<file path="src/rtl/io_ctrl_pkg.sv">
// Shared register offsets, status/IRQ bit positions and TX state type for io_ctrl.
package io_ctrl_pkg;

  localparam logic [5:0] IO_OFS_LEDR_LO   = 6'h00;
  localparam logic [5:0] IO_OFS_LEDR_HI   = 6'h01;
  localparam logic [5:0] IO_OFS_LEDG      = 6'h02;
  localparam logic [5:0] IO_OFS_SW_LO     = 6'h03;
  localparam logic [5:0] IO_OFS_SW_HI     = 6'h04;
  localparam logic [5:0] IO_OFS_KEY       = 6'h05;
  localparam logic [5:0] IO_OFS_KEY_EDGE  = 6'h06;
  localparam logic [5:0] IO_OFS_IRQ_EN    = 6'h07;
  localparam logic [5:0] IO_OFS_UART_DATA = 6'h08;
  localparam logic [5:0] IO_OFS_UART_STAT = 6'h09;
  localparam logic [5:0] IO_OFS_UART_CTL  = 6'h0A;
  localparam logic [5:0] IO_OFS_SEG       = 6'h10;

  localparam int unsigned STAT_RX_NONEMPTY = 0;
  localparam int unsigned STAT_RX_FULL     = 1;
  localparam int unsigned STAT_TX_EMPTY    = 2;
  localparam int unsigned STAT_TX_FULL     = 3;
  localparam int unsigned STAT_RX_OVF      = 4;
  localparam int unsigned STAT_TX_OVF      = 5;
  localparam int unsigned STAT_TX_BUSY     = 6;

  localparam int unsigned IRQ_KEY = 0;
  localparam int unsigned IRQ_RX  = 1;
  localparam int unsigned IRQ_TX  = 2;
  localparam int unsigned IRQ_OVF = 3;

  localparam int unsigned CTL_CLR_RX_OVF = 0;
  localparam int unsigned CTL_CLR_TX_OVF = 1;
  localparam int unsigned CTL_FLUSH      = 2;

  typedef enum logic [1:0] {
    TX_IDLE,
    TX_START,
    TX_WAIT
  } tx_state_e;

endpackage

</file>
<file path="src/rtl/io_ctrl_fifo.sv">
// Small synchronous FIFO with extra-bit wrap pointers; flush empties it and wins over push.
module io_fifo #(
  parameter int unsigned WIDTH = 8,
  parameter int unsigned DEPTH = 8
) (
  input  logic             clk,
  input  logic             rst_n,
  input  logic             push,
  input  logic             pop,
  input  logic             flush,
  input  logic [WIDTH-1:0] din,
  output logic [WIDTH-1:0] dout,
  output logic             full,
  output logic             empty
);

  localparam int unsigned AW = $clog2(DEPTH);

  logic [WIDTH-1:0] mem [DEPTH];
  logic [AW:0]      wptr, rptr;
  logic             do_push, do_pop;

  assign empty   = (wptr == rptr);
  assign full    = (wptr[AW] != rptr[AW]) && (wptr[AW-1:0] == rptr[AW-1:0]);
  assign do_pop  = pop && !empty;
  // A pop in the same cycle frees the slot, so a push into a full FIFO still lands.
  assign do_push = push && (!full || do_pop);
  assign dout    = mem[rptr[AW-1:0]];

  always_ff @(posedge clk or negedge rst_n) begin
    if (!rst_n) begin
      wptr <= '0;
      rptr <= '0;
    end else if (flush) begin
      wptr <= '0;
      rptr <= '0;
    end else begin
      if (do_push) wptr <= wptr + 1'b1;
      if (do_pop)  rptr <= rptr + 1'b1;
    end
  end

  always_ff @(posedge clk) begin
    if (do_push && !flush) mem[wptr[AW-1:0]] <= din;
  end

endmodule

</file>
<file path="src/rtl/io_ctrl.sv">
// Memory-mapped I/O block: LEDs, switches, keys, 7-seg digits and a FIFO-buffered UART with IRQ.
// The read data port is named dout because "do" is a reserved word.
module io_ctrl
  import io_ctrl_pkg::*;
#(
  parameter logic [15:0] BASE_ADDR  = 16'hFF00,
  parameter int unsigned LEDR_W     = 10,
  parameter int unsigned SW_W       = 10,
  parameter int unsigned KEY_W      = 4,
  parameter int unsigned NUM_SEG    = 4,
  parameter int unsigned FIFO_DEPTH = 8
) (
  input  logic                 clk,
  input  logic                 rst_n,
  input  logic [15:0]          addr,
  input  logic                 we,
  input  logic                 re,
  input  logic [7:0]           di,
  output logic [7:0]           dout,
  input  logic [SW_W-1:0]      switches,
  input  logic [KEY_W-1:0]     keys,
  output logic [LEDR_W-1:0]    ledr,
  output logic [7:0]           ledg,
  output logic [7*NUM_SEG-1:0] seg,
  input  logic [7:0]           uart_rxd_data,
  input  logic                 uart_rxd_done,
  output logic [7:0]           uart_txd_data,
  output logic                 uart_transmit,
  input  logic                 uart_txd_done,
  output logic                 irq
);

  localparam logic [15:0] LEDR_MASK = 16'((32'd1 << LEDR_W) - 32'd1);

  logic [5:0]       ofs;
  logic             sel, wr, rd;
  logic [15:0]      ledr_q;
  logic [7:0]       ledg_q;
  logic [6:0]       seg_q [NUM_SEG];
  logic [3:0]       irq_en;
  logic [KEY_W-1:0] key_s1, key_s2, key_prev, key_edge, key_clr;
  logic             rx_ovf, tx_ovf, irq_q;
  logic [7:0]       dout_q, rdata, stat, txd_q;
  logic             transmit_q;
  tx_state_e        state;

  logic             rx_pop, rx_full, rx_empty, tx_push, tx_pop, tx_full, tx_empty;
  logic             ctl_wr, flush, rx_ovf_set, tx_ovf_set, irq_next;
  logic [7:0]       rx_head, tx_head;
  logic [15:0]      sw_ext;

  assign ofs    = addr[5:0];
  assign sel    = (addr[15:6] == BASE_ADDR[15:6]);
  assign wr     = we && sel;
  assign rd     = re && sel;
  assign sw_ext = 16'(switches);

  assign ctl_wr     = wr && (ofs == IO_OFS_UART_CTL);
  assign flush      = ctl_wr && di[CTL_FLUSH];
  assign rx_pop     = rd && (ofs == IO_OFS_UART_DATA);
  assign tx_push    = wr && (ofs == IO_OFS_UART_DATA);
  assign tx_pop     = (state == TX_START);
  assign rx_ovf_set = uart_rxd_done && rx_full && !rx_pop && !flush;
  assign tx_ovf_set = tx_push && tx_full && !tx_pop;
  assign key_clr    = (wr && (ofs == IO_OFS_KEY_EDGE)) ? di[KEY_W-1:0] : '0;

  io_fifo #(.WIDTH(8), .DEPTH(FIFO_DEPTH)) u_rx_fifo (
    .clk   (clk),
    .rst_n (rst_n),
    .push  (uart_rxd_done),
    .pop   (rx_pop),
    .flush (flush),
    .din   (uart_rxd_data),
    .dout  (rx_head),
    .full  (rx_full),
    .empty (rx_empty)
  );

  io_fifo #(.WIDTH(8), .DEPTH(FIFO_DEPTH)) u_tx_fifo (
    .clk   (clk),
    .rst_n (rst_n),
    .push  (tx_push),
    .pop   (tx_pop),
    .flush (flush),
    .din   (di),
    .dout  (tx_head),
    .full  (tx_full),
    .empty (tx_empty)
  );

  always_comb begin
    stat                   = '0;
    stat[STAT_RX_NONEMPTY] = !rx_empty;
    stat[STAT_RX_FULL]     = rx_full;
    stat[STAT_TX_EMPTY]    = tx_empty;
    stat[STAT_TX_FULL]     = tx_full;
    stat[STAT_RX_OVF]      = rx_ovf;
    stat[STAT_TX_OVF]      = tx_ovf;
    stat[STAT_TX_BUSY]     = (state != TX_IDLE);
  end

  always_comb begin
    rdata = '0;
    case (ofs)
      IO_OFS_LEDR_LO:   rdata = ledr_q[7:0];
      IO_OFS_LEDR_HI:   rdata = ledr_q[15:8];
      IO_OFS_LEDG:      rdata = ledg_q;
      IO_OFS_SW_LO:     rdata = sw_ext[7:0];
      IO_OFS_SW_HI:     rdata = sw_ext[15:8];
      IO_OFS_KEY:       rdata = 8'(key_s2);
      IO_OFS_KEY_EDGE:  rdata = 8'(key_edge);
      IO_OFS_IRQ_EN:    rdata = {4'b0000, irq_en};
      IO_OFS_UART_DATA: rdata = rx_empty ? '0 : rx_head;
      IO_OFS_UART_STAT: rdata = stat;
      default:          ;
    endcase
    for (int unsigned i = 0; i < NUM_SEG; i++) begin
      if (ofs == 6'(IO_OFS_SEG + i)) rdata = {1'b0, seg_q[i]};
    end
  end

  always_comb begin
    irq_next = (|(key_edge & {KEY_W{irq_en[IRQ_KEY]}}))
             | (!rx_empty & irq_en[IRQ_RX])
             | (tx_empty & irq_en[IRQ_TX])
             | ((rx_ovf | tx_ovf) & irq_en[IRQ_OVF]);
  end

  always_ff @(posedge clk or negedge rst_n) begin
    if (!rst_n) begin
      ledr_q   <= 16'h00AA & LEDR_MASK;
      ledg_q   <= 8'hAA;
      irq_en   <= '0;
      key_s1   <= '0;
      key_s2   <= '0;
      key_prev <= '0;
      key_edge <= '0;
      rx_ovf   <= 1'b0;
      tx_ovf   <= 1'b0;
      irq_q    <= 1'b0;
      dout_q   <= '0;
      for (int unsigned i = 0; i < NUM_SEG; i++) seg_q[i] <= 7'h7F;
    end else begin
      if (wr) begin
        case (ofs)
          IO_OFS_LEDR_LO: ledr_q <= {ledr_q[15:8], di} & LEDR_MASK;
          IO_OFS_LEDR_HI: ledr_q <= {di, ledr_q[7:0]} & LEDR_MASK;
          IO_OFS_LEDG:    ledg_q <= di;
          IO_OFS_IRQ_EN:  irq_en <= di[3:0];
          default:        ;
        endcase
        for (int unsigned i = 0; i < NUM_SEG; i++) begin
          if (ofs == 6'(IO_OFS_SEG + i)) seg_q[i] <= di[6:0];
        end
      end
      key_s1   <= ~keys;
      key_s2   <= key_s1;
      key_prev <= key_s2;
      // New press edges are OR'd in after the W1C mask so a same-cycle set survives.
      key_edge <= (key_edge & ~key_clr) | (key_s2 & ~key_prev);
      rx_ovf   <= (rx_ovf & !(ctl_wr && di[CTL_CLR_RX_OVF])) | rx_ovf_set;
      tx_ovf   <= (tx_ovf & !(ctl_wr && di[CTL_CLR_TX_OVF])) | tx_ovf_set;
      irq_q    <= irq_next;
      if (re) dout_q <= sel ? rdata : '0;
    end
  end

  // START re-checks emptiness: a flush in the IDLE->START cycle must not send a stale head.
  always_ff @(posedge clk or negedge rst_n) begin
    if (!rst_n) begin
      state      <= TX_IDLE;
      txd_q      <= '0;
      transmit_q <= 1'b0;
    end else begin
      transmit_q <= 1'b0;
      case (state)
        TX_IDLE:  if (!tx_empty) state <= TX_START;
        TX_START: begin
          if (!tx_empty) begin
            txd_q      <= tx_head;
            transmit_q <= 1'b1;
            state      <= TX_WAIT;
          end else begin
            state <= TX_IDLE;
          end
        end
        TX_WAIT:  if (uart_txd_done) state <= TX_IDLE;
        default:  state <= TX_IDLE;
      endcase
    end
  end

  always_comb begin
    seg = '0;
    for (int unsigned i = 0; i < NUM_SEG; i++) seg[7*i +: 7] = seg_q[i];
  end

  assign ledr          = ledr_q[LEDR_W-1:0];
  assign ledg          = ledg_q;
  assign dout          = dout_q;
  assign uart_txd_data = txd_q;
  assign uart_transmit = transmit_q;
  assign irq           = irq_q;

endmodule
</file>
<file path="config.mk">
export PLATFORM = sky130hd
export DESIGN_NAME = io_ctrl
export DESIGN_NICKNAME = d
export VERILOG_FILES = /design/src/rtl/io_ctrl_pkg.sv /design/src/rtl/io_ctrl_fifo.sv /design/src/rtl/io_ctrl.sv
export SDC_FILE = /design/constraint.sdc
export NUM_CORES = 1
export LEC_CHECK = 0
export ABC_CLOCK_PERIOD_IN_PS = 2800
export CORE_ASPECT_RATIO = 1.5
export CORE_UTILIZATION = 47
export DETAILED_ROUTE_END_ITERATION = 10
export GPL_TIMING_DRIVEN = 0
export PLACE_DENSITY_LB_ADDON = 0.12
export SLEW_MARGIN = 20
export SYNTH_ARGS = -nofsm -noshare
export SYNTH_HDL_FRONTEND = slang
export SYNTH_SLANG_ARGS = --single-unit
export TNS_END_PERCENT = 20
</file>
<file path="constraint.sdc">
create_clock -name clk -period 2.8 [get_ports clk]
set_clock_uncertainty 0.2 [all_clocks]
set_input_delay 0.28 -clock clk [delete_from_list [all_inputs] [get_ports clk]]
set_output_delay 0.28 -clock clk [all_outputs]
set_load 0.005 [all_outputs]
</file>
==> results of run 1 <==
worst max path at each step:
stage,from,end,slack [ns],depth (start not counted)
detailed placement,addr[1],u_rx_fifo.mem[5][4],-1.49,7
global route,u_tx_fifo.wptr[0],uart_txd_data[4],-0.02,8
CTS,u_tx_fifo.wptr[0],uart_txd_data[7],-0.10,7
floorplan,addr[0],u_rx_fifo.mem[2][0],-0.23,6
global placement,rst_n,dout[4],-2.81,1
finish,addr[2],u_tx_fifo.mem[4][0],0.08,6
cell usage after synthesis, drive strengths merged (14+ instances only):
cell type    n
o21ai       36
edfxtp     128
dfstp       36
nand2       33
mux2i       23
nor2        24
inv         28
nor4        14
nor3        17
a21oi       15
clkbuf      21
nand3       18
dfrtp       68
mux2        49
mux4        34
buf         19
stage by stage:
step                util, %  std cells  instance area (um2)  hold WS (ns)  total power (W)
CTS                    60.1       1119                12700        0.0341          0.00914
floorplan                 -        684                10100        -0.216          0.00512
finish                 60.7       1121                12800        0.0503          0.00917
global placement       54.8       1063                11500         0.137          0.00573
detailed placement     55.8       1079                11800        0.0399          0.00585
global route           60.7       1121                12800        0.0600          0.00951
sequential cells by signal, indices dropped and copies added, names as in the netlist:
name	count
uart_transmit	1
u_rx_fifo.rptr	4
dout	8
tx_ovf	1
key_s2	4
u_tx_fifo.mem	64
ledr_q	10
u_rx_fifo.mem	64
rx_ovf	1
key_prev	4
key_edge	4
irq	1
u_tx_fifo.rptr	4
seg	28
irq_en	4
state	2
u_rx_fifo.wptr	4
key_s1	4
u_tx_fifo.wptr	4
ledg	8
uart_txd_data	8
final cells by class:
cell class                      count  area [um2]  area share, %
Buffer                             36         170           1.33
Clock buffer                       33         664           5.20
Clock inverter                      7         131           1.03
Inverter                           28         105          0.822
Multi-Input combinational cell    384        3600           28.1
Sequential cell                   232        6490           50.8
Tap cell                          268         335           2.62
Timing Repair Buffer              133        1290           10.1
layer usage:
metal,track usage [%],vias to the layer above,share of wire (%)
met3,3.36,88,4.3
met5,0,-,0
li1,-,2926,-
met2,47.7,210,55
met1,27.8,3308,36
met4,11.6,0,4.8
where the power goes:
part           total, W  leakage, nW  switching (W)  internal, W
Combinational   0.00183         1.95       0.000998     0.000829
Sequential      0.00409         2.36       0.000174      0.00391
Clock           0.00325        0.386        0.00124      0.00201
Total           0.00917         4.70        0.00242      0.00675
logic make-up after synthesis:
family | after synthesis
buf+inv | 68
fa+ha+maj | 4
mux | 106
flops | 232
simple gates | 156
compound gates | 105
xor+xnor | 13
worst max-delay path: cells and delay by family:
family | cells | cell delay, ns
compound gates | 1 | 0.22
buf+inv | 2 | 0.78
simple gates | 3 | 1.42
timing repair:
action / in CTS / in global routing
endpoints found under the setup margin: 135 / 93
gates cloned: 0 / 0
pin swaps: 4 / 2
buffers inserted: 2 / 3
hold buffers: 1 / 0
endpoints found under the hold margin: 73 / 0
resized for setup: 18 / 18
==> flow_metrics.py, run 1 <==
metrics = {
    "logic_synthesis": {
        "synth_area_leader_cell": "edfxtp_1",
        "synth_top_family_by_area": "multiplexers",
        "synth_edf_count": 128,
        "ys_seq_area_share_pct": 64.3,
        "synth_compound_area_share_pct": 6.99,
        "ys_ff_latch": 232,
        "synth_flop_cell": "edfxtp_1",
        "syn_area_um2": 10100,
        "syn_nets": 740,
        "synth_top_area_share_pct": 38.0,
        "avgSynthCellArea_um2": 14.8,
        "yosys-mux-area-fraction_pct": 15.3,
        "synthSimpleGateAreaFrac_pct": 9.02,
        "synthDistinctLibCells": 69,
        "netlist_instances": 684,
        "yosysWarnings": 0,
        "synth_fa_ha_area_share_pct": 0.495,
        "synth-async-reset-ratio_pct": 44.8,
        "synth_xor_area_share_pct": 1.13,
        "synthTopCellsByArea": "edfxtp_1, dfrtp_1, dfstp_2",
    },
    "critical_path": {
        "crit_type": "input pin to flop",
        "rr_worst_depth": 6,
        "start_kind": "input pin",
        "critPathMaxFanout": 5,
        "cp-end-kind": "flop",
        "crit_path_cell_trace": "clkdlybuf4s50_1 > or4b_4 > nor3_4 > o211ai_4 > nor4b_4 > buf_2",
        "critPathArrivalTime_ns": 2.72,
        "reg2reg_to": "dout[2]",
        "slowest_stage": "or4b_4",
        "r2r-start": "u_rx_fifo.wptr[2]",
        "reg2reg_slack_ns": 0.14,
        "critical_path.max_stage_delay_ns": 0.55,
        "crit_required_ns": 2.80,
    },
    "clock_tree": {
        "clockBufferDepth": 3,
        "tritoncts": "yes",
        "clock_latency_ns": 0.51,
        "ctsRootBufferMaster": "clkbuf_16",
        "htree_levels": 1,
        "cts_sinks": 232,
        "cts_buffers": 22,
        "clkTransAtPathRegs_ns": 0.06,
    },
    "die": {
        "die_area_um2": 22100,
        "start_util_pct": 48.0,
        "die_w_um": 122,
        "die_y_um": 182,
        "core_area_um2": 21100,
        "io-pin-count": 116,
        "core.rowCount": 65,
    },
    "power_and_ir_drop": {
        "power_density_nw_per_um2": 717,
        "p_leak_nw": 4.70,
        "ir_worst_vdd_mv": 0.614,
    },
    "cells_and_area": {
        "layout.nets": 893,
        "antenna_cells": 0,
        "mostFrequentLayoutCells": "edfxtp_1, clkdlybuf4s50_1, dfrtp_1",
        "nFillCells": 1590,
        "mostFrequentLayoutCell": "edfxtp_1",
        "drive_gt1_share_pct": 27.5,
        "area_delta_synth_final_pct": 26.6,
    },
    "route": {
        "firstDrtPassIters": 5,
        "drt-initial-drc-count": 481,
        "vias": 6532,
        "routed_wl_um": 27300,
        "ant_nets": 0,
        "wire_per_inst_um": 24.4,
        "route.detailed.drc": 0,
        "vias_per_cell": 5.83,
    },
    "outcome": {
        "status": "finished, final reports clean",
    },
    "sta": {
        "worst_slew_pin_slew_ns": 0.842,
        "hold_violations": 0,
        "setup_viol": 0,
        "slew_viol_final": 0,
        "min_period_ns": 2.72,
        "fmax_mhz": 367,
        "slew_headroom_pct": 43.8,
        "layout_setup_ws_ns": 0.0767,
        "finalSetupTns_ns": 0,
        "timing.final.crit_share_pct": 97.3,
    },
    "placed_design": {
        "gp_congestion": 0.933,
        "dp_slack_ns": -1.49,
        "portBuffers": 111,
        "dpl.hpwl_um": 20200,
    },
    "hold_path": {
        "whs_endpoint": "key_s1[0]",
        "whs_path_depth": 2,
        "min-delay-path-class": "input pin to flop",
        "min-delay-start": "keys[0]",
    },
    "grt": {
        "grt_use_total_pct": 25.4,
        "grt_start_max_net_pins": 60,
        "antenna_found_initial": 0,
        "grt_pass1_wl_um": 41400,
        "grt_overflow_total": 0,
        "grt_pass1_vias": 7108,
    },
    "flow_run": {
        "drv_cap": 0,
    },
}
Note: power is estimated with default switching activity, not from simulation.
==> run 2, diff against run 1 <==
--- a/config.mk
+++ b/config.mk
@@ -11,6 +11,7 @@
 export DETAILED_ROUTE_END_ITERATION = 10
 export GPL_TIMING_DRIVEN = 0
 export PLACE_DENSITY_LB_ADDON = 0.12
+export REMOVE_ABC_BUFFERS = 1
 export SLEW_MARGIN = 20
 export SYNTH_ARGS = -nofsm -noshare
 export SYNTH_HDL_FRONTEND = slang
==> flow_metrics.py, run 2 (synthesized netlist as in run 1, its figures left out) <==
metrics = {
    "die": {
        "die_area_um2": 22100,
        "die_w_um": 122,
        "core_area_um2": 21100,
        "core.rowCount": 65,
        "die_y_um": 182,
        "start_util_pct": 48.0,
        "io-pin-count": 116,
    },
    "sta": {
        "grt_setup_unrepaired": "yes",
        "min_period_ns": 2.80,
        "layout_setup_ws_ns": -0.00216,
        "hold_violations": 0,
        "fmax_mhz": 357,
        "slew_viol_final": 0,
        "setup_viol": 4,
        "holdWs_ns": 0.0337,
        "timing.final.crit_share_pct": 100,
        "slew_headroom_pct": 38.0,
        "worst_slew_pin_slew_ns": 0.927,
    },
    "grt": {
        "grt_pass1_vias": 6736,
        "grt_use_total_pct": 24.5,
        "grt_overflow_total": 0,
        "grt_pass1_wl_um": 39900,
        "grt_start_max_net_pins": 72,
        "antenna_found_initial": 1,
    },
    "power_and_ir_drop": {
        "pwr-share-comb_pct": 18.0,
        "p_total_w": 0.00875,
        "p_switching_w": 0.00239,
        "ir_worst_vdd_mv": 0.607,
        "seqPwrFrac_pct": 48.5,
        "power_density_nw_per_um2": 694,
        "p_leak_nw": 4.57,
        "intPower_w": 0.00636,
        "clkPwrFrac_pct": 33.5,
        "p_sw_share_pct": 27.4,
    },
    "cells_and_area": {
        "nFillCells": 1607,
        "drive_gt1_share_pct": 27.4,
        "mostFrequentLayoutCell": "edfxtp_1",
        "mostFrequentLayoutCells": "edfxtp_1, clkdlybuf4s50_1, dfrtp_1",
        "layout.nets": 861,
        "utilization_pct": 59.8,
        "finalNonFillerCells": 1091,
        "area_delta_synth_final_pct": 24.7,
    },
    "flow_run": {
        "drv_cap": 0,
    },
    "critical_path": {
        "crit_path_end": "u_tx_fifo.mem[2][3]",
        "crit_required_ns": 2.73,
        "reg2reg_slack_ns": 0.08,
        "r2r-start": "u_tx_fifo.wptr[1]",
        "cp-startpoint": "addr[5]",
        "cp-end-kind": "flop",
        "start_kind": "input pin",
        "reg2reg_to": "u_tx_fifo.mem[2][3]",
        "critPathMaxFanout": 9,
        "critPathArrivalTime_ns": 2.74,
        "crit_type": "input pin to flop",
        "rr_worst_depth": 4,
    },
    "clock_tree": {
        "tritoncts": "yes",
        "clock_latency_ns": 0.51,
        "ctsRootBufferMaster": "clkbuf_16",
        "clockBufferDepth": 3,
        "htree_levels": 1,
        "clkTransAtPathRegs_ns": 0.06,
        "cts_buffers": 23,
        "cts_sinks": 232,
    },
    "placed_design": {
        "dp_slack_ns": -1.16,
        "dpl.hpwl_um": 18700,
        "portBuffers": 115,
        "gp_congestion": 0.919,
        "placed_cells": 1043,
    },
    "route": {
        "wire_per_inst_um": 24.0,
        "vias": 6410,
        "vias_per_cell": 5.88,
        "drt-initial-drc-count": 405,
        "ant_nets": 0,
        "route.detailed.drc": 0,
        "routed_wl_um": 26200,
        "firstDrtPassIters": 5,
    },
    "outcome": {
        "violations": "negative setup slack",
        "status": "finished with violations",
    },
    "hold_path": {
        "min-delay-path-class": "input pin to async pin",
    },
}
## run 2: changes by cell type in the layout (fill, tap and decap cells not counted), moves of 3 or more
cell	previous run	this run
xor2_2	3	0
dfrtp_1	68	60
clkbuf_2	4	0
bufinv_16	4	0
clkinv_2	0	3
dfrtp_2	0	3
dfrtp_4	0	5
clkbuf_1	19	7
xor2_1	5	8
buf_2	22	4
## run 2: final cells by class
class                           instances  area [um2]  share of cell area, %
Antenna cell                            1        2.50                 0.0199
Clock buffer                           33         654                   5.19
Clock inverter                          9        66.3                  0.526
Inverter                               28         105                  0.834
Multi-Input combinational cell        384        3570                   28.3
Sequential cell                       232        6510                   51.7
Tap cell                              268         335                   2.66
Timing Repair Buffer                  136        1350                   10.7
## run 2: worst min path at each step
stage,end,depth (start not counted),slack (ns),start
finish,uart_txd_data[7],2,0.03,rst_n
global route,key_s1[3],2,0.05,keys[3]
CTS,uart_txd_data[7],2,0.04,rst_n
detailed placement,uart_txd_data[7],1,0.003,rst_n
global placement,key_s2[3],0,0.14,key_s1[3]
floorplan,dout[0],0,-0.22,rst_n
## run 2: metrics by stage
step	TNS (ns)	cell area, um2
CTS	-0.264	12500
detailed placement	-104.32	11600
floorplan	-22.96	9920
global route	-1.99	12600
global placement	-593.26	11400
finish	-0.00753	12600
## run 2: power by group through the flow
stage	sequential, W	combinational [W]	clock (W)
finish	0.00425	0.00157	0.00293
global route	0.00429	0.00169	0.00311
CTS	0.00427	0.00153	0.00298
detailed placement	0.00433	0.00145	0
global placement	0.00431	0.00133	0
floorplan	0.00422	0.000829	0
## run 2: worst max-delay path: stages
cell and delay, ns:
clkdlybuf4s50_1 0.58, or4b_4 0.64, nor3_4 0.26, o2111ai_2 0.28, nor3_2 0.69
## run 2: layer usage
| layer | GRT usage [%] | wire (um) | vias up |
|---|---|---|---|
| met5 | 0 | 0 | - |
| met4 | 10.7 | 1110 | 0 |
| met2 | 47.2 | 14900 | 195 |
| met1 | 26.5 | 9170 | 3285 |
| met3 | 2.45 | 968 | 59 |
| li1 | - | - | 2871 |
## run 2: repair_timing
action,4_1_cts,5_1_grt
setup endpoints to repair,152,66
pin swaps,3,2
cloned,0,0
setup buffers,2,2
gates resized for setup,32,9
hold endpoints to repair,83,0
hold buffers,1,0
==> run 3, diff against run 2 <==
--- a/config.mk
+++ b/config.mk
@@ -7,7 +7,7 @@
 export LEC_CHECK = 0
 export ABC_CLOCK_PERIOD_IN_PS = 2800
 export CORE_ASPECT_RATIO = 1.5
-export CORE_UTILIZATION = 47
+export CORE_UTILIZATION = 40
 export DETAILED_ROUTE_END_ITERATION = 10
 export GPL_TIMING_DRIVEN = 0
 export PLACE_DENSITY_LB_ADDON = 0.12
==> flow_metrics.py, run 3 (synthesized netlist as in run 1, its figures left out) <==
metrics = {
    "grt": {
        "grt_start_max_net_pins": 54,
        "grt_use_total_pct": 21.5,
        "grt_pass1_wl_um": 41700,
        "grt_overflow_total": 0,
        "antenna_found_initial": 0,
        "grt_pass1_vias": 6724,
    },
    "clock_tree": {
        "clockBufferDepth": 3,
        "htree_levels": 1,
        "clock_latency_ns": 0.51,
        "cts_buffers": 23,
        "tritoncts": "yes",
        "cts_sinks": 232,
        "clkTransAtPathRegs_ns": 0.06,
        "ctsRootBufferMaster": "clkbuf_16",
    },
    "sta": {
        "layout_setup_ws_ns": 0.0613,
        "grt_setup_unrepaired": "yes",
        "hold_violations": 0,
        "timing.final.crit_share_pct": 97.8,
        "slew_viol_final": 0,
        "slew_headroom_pct": 36.6,
        "setup_viol": 0,
        "min_period_ns": 2.74,
        "fmax_mhz": 365,
        "finalSetupTns_ns": 0,
        "worst_slew_pin_slew_ns": 0.948,
    },
    "cells_and_area": {
        "antenna_cells": 0,
        "layout.nets": 865,
        "nFillCells": 2062,
        "drive_gt1_share_pct": 27.6,
        "area_delta_synth_final_pct": 26.0,
        "postLayoutCellArea_um2": 12700,
        "mostFrequentLayoutCells": "edfxtp_1, clkdlybuf4s50_1, dfrtp_1",
        "finalNonFillerCells": 1150,
        "mostFrequentLayoutCell": "edfxtp_1",
    },
    "critical_path": {
        "start_kind": "flop",
        "crit_path_end": "dout[0]",
        "r2r-start": "u_rx_fifo.rptr[1]",
        "reg2reg_slack_ns": 0.06,
        "critPathMaxFanout": 11,
        "crit_required_ns": 2.97,
        "cp-end-kind": "flop",
        "reg2reg_to": "dout[0]",
        "rr_worst_depth": 5,
        "cp-startpoint": "u_rx_fifo.rptr[1]",
        "crit_type": "flop to flop",
        "critPathArrivalTime_ns": 2.91,
    },
    "die": {
        "die_area_um2": 25900,
        "core.rowCount": 70,
        "core_area_um2": 24600,
        "die_y_um": 197,
        "die_w_um": 132,
        "io-pin-count": 116,
        "start_util_pct": 41.0,
    },
    "placed_design": {
        "post_dp_cell_area_um2": 11700,
        "dp_slack_ns": -1.37,
        "portBuffers": 115,
        "dpl.hpwl_um": 19300,
        "gp_congestion": 0.893,
        "placed_cells": 1101,
    },
    "route": {
        "firstDrtPassIters": 4,
        "wire_per_inst_um": 23.7,
        "vias": 6427,
        "routed_wl_um": 27200,
        "vias_per_cell": 5.59,
        "route.detailed.drc": 0,
        "drt-initial-drc-count": 443,
        "ant_nets": 0,
    },
    "power_and_ir_drop": {
        "p_leak_nw": 4.61,
        "power_density_nw_per_um2": 704,
        "pwr-share-comb_pct": 17.8,
        "ir_worst_vdd_mv": 0.446,
        "p_switching_w": 0.00245,
        "clkPwrFrac_pct": 34.7,
        "p_sw_share_pct": 27.3,
        "intPower_w": 0.00651,
        "seqPwrFrac_pct": 47.5,
    },
    "outcome": {
        "status": "finished, final reports clean",
    },
    "hold_path": {
        "min-delay-path-class": "input pin to flop",
    },
    "flow_run": {
        "drv_cap": 0,
    },
}
==> run 3: final cells by class <==
type | count | area (um2) | area share, %
multi-input cells | 384 | 3590 | 28.2
clock inverters | 16 | 170 | 1.34
clock buffers | 26 | 587 | 4.61
repair buffers | 140 | 1360 | 10.7
well taps | 324 | 405 | 3.18
inverters | 28 | 105 | 0.826
flip-flops and latches | 232 | 6510 | 51.2
==> run 3: repair_timing <==
item                                    CTS  global route
hold endpoints to repair                 74             0
hold buffers                              1             0
resized for setup                        35             8
pin swaps                                 3             4
endpoints found under the setup margin  147            58
setup buffers                             4             2
==> run 3: worst min-delay path by stage <==
| stage | startpoint | end | depth (start not counted) |
|---|---|---|---|
| floorplan | rst_n | dout[0] | 0 |
| global placement | key_s1[2] | key_s2[2] | 0 |
| detailed placement | rst_n | uart_txd_data[0] | 1 |
| CTS | keys[1] | key_s1[1] | 2 |
| global route | keys[1] | key_s1[1] | 2 |
| finish | keys[1] | key_s1[1] | 2 |
==> run 3: stage by stage <==
step	power (W)	utilization, %	hold slack (ns)
final	0.00895	51.7	0.0399
after global routing	0.00934	51.7	0.0425
after CTS	0.00899	51.5	0.0337
after detailed placement	0.00578	47.6	0.0700
after global placement	0.00566	46.6	0.136
after floorplan	0.00505	-	-0.216
==> run 3: power groups by stage <==
stage	sequential, W	combinational, W	clock, W
floorplan	0.00422	0.000829	0
CTS	0.00428	0.00152	0.00319
finish	0.00425	0.00159	0.00311
detailed placement	0.00434	0.00144	0
global route	0.00429	0.00173	0.00331
global placement	0.00432	0.00135	0
==> run 3: worst max-delay path, stage by stage, from the launching register on <==
cell	delay (ns)
dfrtp_4	0.60
xor2_1	0.24
nor4b_4	0.69
nor2_1	0.13
nor4_1	0.57
o21ai_0	0.17
==> run 3: per-layer routing <==
layer | track usage (%) | wire, um | vias to the layer above
met5 | 0 | 0 | -
met4 | 6.37 | 638 | 0
met3 | 2.47 | 996 | 41
met2 | 42.2 | 15600 | 177
met1 | 24.0 | 9990 | 3326
li1 | - | - | 2883
